## src/rtl/rpn_stack_master_pkg.sv

```systemverilog
// Shared constants for the RPN stack master: sizing defaults, opcodes, error codes, FSM encoding.
package rpn_stack_master_pkg;

  localparam int unsigned DEPTH_DEF = 32;
  localparam int unsigned DW_DEF    = 8;
  localparam int unsigned DEPTH_W   = 6;
  localparam int unsigned OP_W      = 3;

  localparam logic [OP_W-1:0] OP_ADD = 3'd0;
  localparam logic [OP_W-1:0] OP_SUB = 3'd1;
  localparam logic [OP_W-1:0] OP_AND = 3'd2;
  localparam logic [OP_W-1:0] OP_OR  = 3'd3;
  localparam logic [OP_W-1:0] OP_XOR = 3'd4;

  localparam logic [1:0] ERR_NONE = 2'd0;
  localparam logic [1:0] ERR_OVF  = 2'd1;
  localparam logic [1:0] ERR_UNF  = 2'd2;
  localparam logic [1:0] ERR_ILL  = 2'd3;

  localparam logic [2:0] S_IDLE  = 3'd0;
  localparam logic [2:0] S_PUSH  = 3'd1;
  localparam logic [2:0] S_POP_B = 3'd2;
  localparam logic [2:0] S_POP_A = 3'd3;
  localparam logic [2:0] S_EXEC  = 3'd4;
  localparam logic [2:0] S_ERR   = 3'd5;

endpackage

```

## src/rtl/rpn_alu.sv

```systemverilog
// Combinational operator unit: a is the deeper operand, b the top of stack; wraps modulo 2^DW.
module rpn_alu
  import rpn_stack_master_pkg::*;
#(
  parameter int unsigned DW = DW_DEF
) (
  input  logic [OP_W-1:0] i_op,
  input  logic [DW-1:0]   i_a,
  input  logic [DW-1:0]   i_b,
  output logic [DW-1:0]   o_y,
  output logic            o_illegal
);

  always_comb begin
    o_y       = '0;
    o_illegal = 1'b0;
    case (i_op)
      OP_ADD:  o_y = i_a + i_b;
      OP_SUB:  o_y = i_a - i_b;
      OP_AND:  o_y = i_a & i_b;
      OP_OR:   o_y = i_a | i_b;
      OP_XOR:  o_y = i_a ^ i_b;
      default: o_illegal = 1'b1;
    endcase
  end

endmodule

```

## src/rtl/rpn_stack_master.sv

```systemverilog
// Reverse-Polish evaluator that is the sole master of an external LIFO stack.
// All outputs are registered; the comb block computes their next values alongside the next state.
module rpn_stack_master
  import rpn_stack_master_pkg::*;
#(
  parameter int unsigned DEPTH = DEPTH_DEF,
  parameter int unsigned DW    = DW_DEF
) (
  input  logic               Clk,
  input  logic               RstN,
  input  logic               In_Valid,
  output logic               In_Ready,
  input  logic               In_IsOp,
  input  logic [DW-1:0]      In_Data,
  output logic               St_Push,
  output logic               St_Pop,
  output logic [DW-1:0]      St_Din,
  input  logic [DW-1:0]      St_Dout,
  output logic               Res_Valid,
  output logic [DW-1:0]      Result,
  output logic [DEPTH_W-1:0] Depth,
  output logic               Err,
  output logic [1:0]         Err_Code
);

  logic [2:0]         r_state, w_state_nxt;
  logic [DW-1:0]      r_data, r_a, r_b;
  logic [OP_W-1:0]    r_op;
  logic               r_is_res;

  logic [DW-1:0]      w_data_nxt, w_a_nxt, w_b_nxt;
  logic [OP_W-1:0]    w_op_nxt;
  logic               w_is_res_nxt;
  logic               w_ready_nxt, w_push_nxt, w_pop_nxt, w_res_valid_nxt, w_err_nxt;
  logic [DW-1:0]      w_din_nxt, w_result_nxt;
  logic [DEPTH_W-1:0] w_depth_nxt;
  logic [1:0]         w_err_code_nxt;

  logic               w_accept;
  logic [OP_W-1:0]    w_alu_op;
  logic [DW-1:0]      w_alu_y;
  logic               w_alu_illegal;

  assign w_accept = In_Valid & In_Ready;
  // In IDLE the ALU only classifies the incoming opcode; otherwise it evaluates the latched operator.
  assign w_alu_op = (r_state == S_IDLE) ? In_Data[OP_W-1:0] : r_op;

  rpn_alu #(.DW(DW)) u_alu (
    .i_op      (w_alu_op),
    .i_a       (r_a),
    .i_b       (r_b),
    .o_y       (w_alu_y),
    .o_illegal (w_alu_illegal)
  );

  // Next-state and next-output decode
  always_comb begin
    w_state_nxt     = r_state;
    w_data_nxt      = r_data;
    w_a_nxt         = r_a;
    w_b_nxt         = r_b;
    w_op_nxt        = r_op;
    w_is_res_nxt    = r_is_res;
    w_push_nxt      = 1'b0;
    w_pop_nxt       = 1'b0;
    w_din_nxt       = St_Din;
    w_res_valid_nxt = 1'b0;
    w_result_nxt    = Result;
    w_depth_nxt     = Depth;
    w_err_nxt       = Err;
    w_err_code_nxt  = Err_Code;
    case (r_state)
      S_IDLE: begin
        if (w_accept) begin
          if (!In_IsOp) begin
            if (Depth < DEPTH_W'(DEPTH)) begin
              w_state_nxt  = S_PUSH;
              w_data_nxt   = In_Data;
              w_is_res_nxt = 1'b0;
            end else begin
              w_state_nxt    = S_ERR;
              w_err_nxt      = 1'b1;
              w_err_code_nxt = ERR_OVF;
            end
          end else if (w_alu_illegal) begin
            w_state_nxt    = S_ERR;
            w_err_nxt      = 1'b1;
            w_err_code_nxt = ERR_ILL;
          end else if (Depth < DEPTH_W'(2)) begin
            w_state_nxt    = S_ERR;
            w_err_nxt      = 1'b1;
            w_err_code_nxt = ERR_UNF;
          end else begin
            w_state_nxt = S_POP_B;
            w_op_nxt    = In_Data[OP_W-1:0];
            w_pop_nxt   = 1'b1;
            w_depth_nxt = Depth - DEPTH_W'(1);
          end
        end
      end
      S_PUSH: begin
        w_state_nxt = S_IDLE;
        w_push_nxt  = 1'b1;
        w_depth_nxt = Depth + DEPTH_W'(1);
        if (r_is_res) begin
          w_din_nxt       = w_alu_y;
          w_result_nxt    = w_alu_y;
          w_res_valid_nxt = 1'b1;
        end else begin
          w_din_nxt = r_data;
        end
      end
      S_POP_B: begin
        w_state_nxt = S_POP_A;
        w_pop_nxt   = 1'b1;
        w_depth_nxt = Depth - DEPTH_W'(1);
      end
      S_POP_A: begin
        w_state_nxt = S_EXEC;
        w_b_nxt     = St_Dout;
      end
      S_EXEC: begin
        w_state_nxt  = S_PUSH;
        w_a_nxt      = St_Dout;
        w_is_res_nxt = 1'b1;
      end
      S_ERR: begin
        w_state_nxt = S_ERR;
      end
      default: begin
        w_state_nxt = S_IDLE;
      end
    endcase
    w_ready_nxt = (w_state_nxt == S_IDLE) || (w_state_nxt == S_ERR);
  end

  always_ff @(posedge Clk or negedge RstN) begin
    if (!RstN) begin
      r_state   <= S_IDLE;
      r_data    <= '0;
      r_a       <= '0;
      r_b       <= '0;
      r_op      <= '0;
      r_is_res  <= 1'b0;
      In_Ready  <= 1'b0;
      St_Push   <= 1'b0;
      St_Pop    <= 1'b0;
      St_Din    <= '0;
      Res_Valid <= 1'b0;
      Result    <= '0;
      Depth     <= '0;
      Err       <= 1'b0;
      Err_Code  <= ERR_NONE;
    end else begin
      r_state   <= w_state_nxt;
      r_data    <= w_data_nxt;
      r_a       <= w_a_nxt;
      r_b       <= w_b_nxt;
      r_op      <= w_op_nxt;
      r_is_res  <= w_is_res_nxt;
      In_Ready  <= w_ready_nxt;
      St_Push   <= w_push_nxt;
      St_Pop    <= w_pop_nxt;
      St_Din    <= w_din_nxt;
      Res_Valid <= w_res_valid_nxt;
      Result    <= w_result_nxt;
      Depth     <= w_depth_nxt;
      Err       <= w_err_nxt;
      Err_Code  <= w_err_code_nxt;
    end
  end

endmodule
```

## config.mk

```make
export PLATFORM = sky130hd
export DESIGN_NAME = rpn_stack_master
export DESIGN_NICKNAME = d
export VERILOG_FILES = /design/src/rtl/rpn_stack_master_pkg.sv /design/src/rtl/rpn_alu.sv /design/src/rtl/rpn_stack_master.sv
export SDC_FILE = /design/constraint.sdc
export NUM_CORES = 1
export LEC_CHECK = 0
export BUFFER_PORTS_ARGS = -buffer_cell sky130_fd_sc_hd__buf_2
export CAP_MARGIN = 0
export CORE_MARGIN = 8
export CORE_UTILIZATION = 55
export DETAILED_ROUTE_END_ITERATION = 10
export HOLD_SLACK_MARGIN = 0.1
export PLACE_DENSITY = 0.82
export SLEW_MARGIN = 20
export SYNTH_ARGS = -nofsm -noshare
export SYNTH_HDL_FRONTEND = slang
export SYNTH_HIERARCHICAL = 1
export SYNTH_SLANG_ARGS = --single-unit
```

## constraint.sdc

```tcl
create_clock -name Clk -period 4.35 [get_ports Clk]
set_clock_uncertainty 0.15 [all_clocks]
set_input_delay 0.87 -clock Clk [delete_from_list [all_inputs] [get_ports Clk]]
set_output_delay 0.87 -clock Clk [all_outputs]
set_load 0.1 [all_outputs]
```

==> impl_results.md <==
- Status: finished clean
- CTS tree: yes
- Vias in the first global route: 2822
- FP Rows: 29
- Synthesized area: 0.00365 mm²
- Maximum number of pins on one net before global-route repair: 35
- Crit-path max FO: 13
- Area Growth Syn to Fin: 13.2%
- Via-per-instance ratio: 5.68
- Number of top-level pins: 49
- WL final: 8250 µm
- Syn Nets: 399
- Residual DRC: 0
- Mapped Avg Cell Area: 10.5 µm²
- Cells after Synth: 347
- DRT antenna net count: 0
- Met1 wire length: 3560 µm
- Worst reg2reg path depth: 14
- WP data required: 4410 ps
- RSZ-0062 raised after global routing: false
- Wire per inst: 17.2 µm
- Worst-Margin Slew: 814 ps
- Die Span X: 97.5 µm
- Clk buf depth: 2
- Final core utilization: 64.8%
- CP endpoint kind: flop
- YS warnings: 6
- Clock-pin slew on the worst setup and hold paths: 70 ps
- DP HPWL: 6150 µm
- CTS H-tree lvls: 3
- HP Class: flop to flop
- Cell taking the most area after synthesis: dfrtp_1
- Routed vias: 2720
- Flops & latches, synth: 60
- GR Overflow Total: 0
- Iter 0 DRT Violations: 102
- Share of post-route cells with drive strength above 1: 28.6%
- Min Clock Period, post-route: 4140 ps
- Commonest non-fill, non-tap cell in the layout: dfrtp_1
- Startpoint types: flop
- All-Layer GR Usage: 17.5%
- # setup viols final: 0
- Inserted Clock Buffers: 9
- Final hold vios: 0
- First drt pass iteration count: 4
- Final GP Congestion: 0.953
- First-pass GRT wire length: 13700 µm
- Wire length on met3: 345 µm
- Initial antenna violation count: 0
- Share of flip-flops with an asynchronous set or reset: 100%
- Post-synthesis sequential area ratio: 41.1%
- Final #Nets: 449
- Post-synth EDFFs: 0
- CTS sink count: 60
- Die height: 97.5 µm
- Max Clk Rate: 242 MHz
- Arrival time at the worst endpoint: 4200 ps
- Initial Util: 57.2%
- Max_slew headroom: 45.4%
- Slew Viols, Final: 0
- Setup_tns: 0 ps
- Die area: 0.00951 mm²
- CP Class: flop to flop
- Worst-Skew Late Latency: 330 ps
- Top-area cell type share of the netlist area: 41.1%
- Port bufs: 48
- Top sig layer: met4
- Ys flop type: dfrtp_1
- Max-Cap Viols: 0
- Hold path depth: 1
- Ant. Diodes: 0
- Period utilization: 95.1%
- Cell variety after synth: 47
- Commonest cells after routing, fill and taps aside: dfrtp_1, buf_2, mux2_2
- Largest cells by area after synthesis: dfrtp_1, mux2_2, ha_1
- Core area: 0.00639 mm²
- WL met2: 4290 µm
- Post-CTS Hold Buffers: 0
- CTS root buf: clkbuf_8
[repair_timing]
| action | CTS | global route |
|---|---|---|
| gates resized for setup | 0 | 0 |
| setup buffers | 0 | 2 |
| setup endpoints to repair | 0 | 4 |
[cell families after synthesis]
logic type / after synthesis / synth area share [%]
xor gates and xnor gates: 17 / 4.08
adders and majority gates: 32 / 11.4
muxes: 53 / 16.0
DFF: 60 / 41.1
buffers and inverters: 39 / 4.79
and+or+nand+nor: 83 / 11.9
AOI/OAI and AO/OA: 63 / 10.8
[final timing paths]
check,from,to,slack (ps)
worst max-delay path,r_state[0],Result[7],210
worst min-delay path,Err,Err,310
worst max register to register,r_state[0],Result[7],210
worst min register to register,Err,Err,310
max in group asynchronous,RstN,r_a[0],2790
min in group asynchronous,RstN,St_Push,390
[critical path, stage by stage, from the launching register on]
cell and delay [ps]:
dfrtp_1 510, nor3_4 380, mux2_2 480, or2_1 420, nor2_8 210, mux2_1 390
inv_1 70, ha_1 220, nand3b_1 80, nand2_1 80, a31oi_1 260, o21ai_0 180
xnor2_1 200, o221ai_2 120, mux2_2 280
[state kept, by name, summed over array words and instances, names as in the netlist]
| signal | count |
|---|---|
| Result | 8 |
| St_Din | 8 |
| r_a | 8 |
| r_b | 8 |
| r_data | 8 |
| Depth | 6 |
| r_op | 3 |
| r_state | 3 |
| Err_Code | 2 |
| Err | 1 |
| In_Ready | 1 |
| Res_Valid | 1 |
| St_Pop | 1 |
| St_Push | 1 |
| r_is_res | 1 |
[stage by stage]
stage                     hold WS [ps]  cells  setup slack (ps)  instance area, µm²
final                              311    479               213                4140
after global routing               337    479              9.21                4140
after CTS                          317    477               177                4120
after detailed placement           297    461               196                3920
after global placement             295    461               352                3920
after floorplan                    327    347               610                3650
[layout make-up]
class / instances / area [µm²]
tap: 77 / 96.3
inverter: 27 / 101
fill: 528 / 2250
clock inverter: 1 / 30.0
timing repair buffer: 51 / 263
multi-input combinational: 248 / 1980
clock buffer: 15 / 166
sequential: 60 / 1500
[synth_stat cells (4+ instances only)]
master    count
a21oi_1      16
dfrtp_1      60
ha_1         30
mux2_2       42
nor2_1       22
nor2b_1       4
o221ai_1      4
a31oi_1       4
nor3_1        4
nand3_1       8
a21o_1        7
o21ai_0      23
inv_1        26
xnor2_1      14
clkbuf_1      5
mux2i_1      10
nand2_1      23
[routing by layer]
metal  GRT usage, %  up-vias
met2           30.8       69
li1               -     1310
met5              0        -
met4           5.24        0
met1           20.2     1335
met3           4.20        6
Power is left out: the tool's default activity adds up to more than one toggle a clock period on the data nets, which glitch-free logic cannot reach.
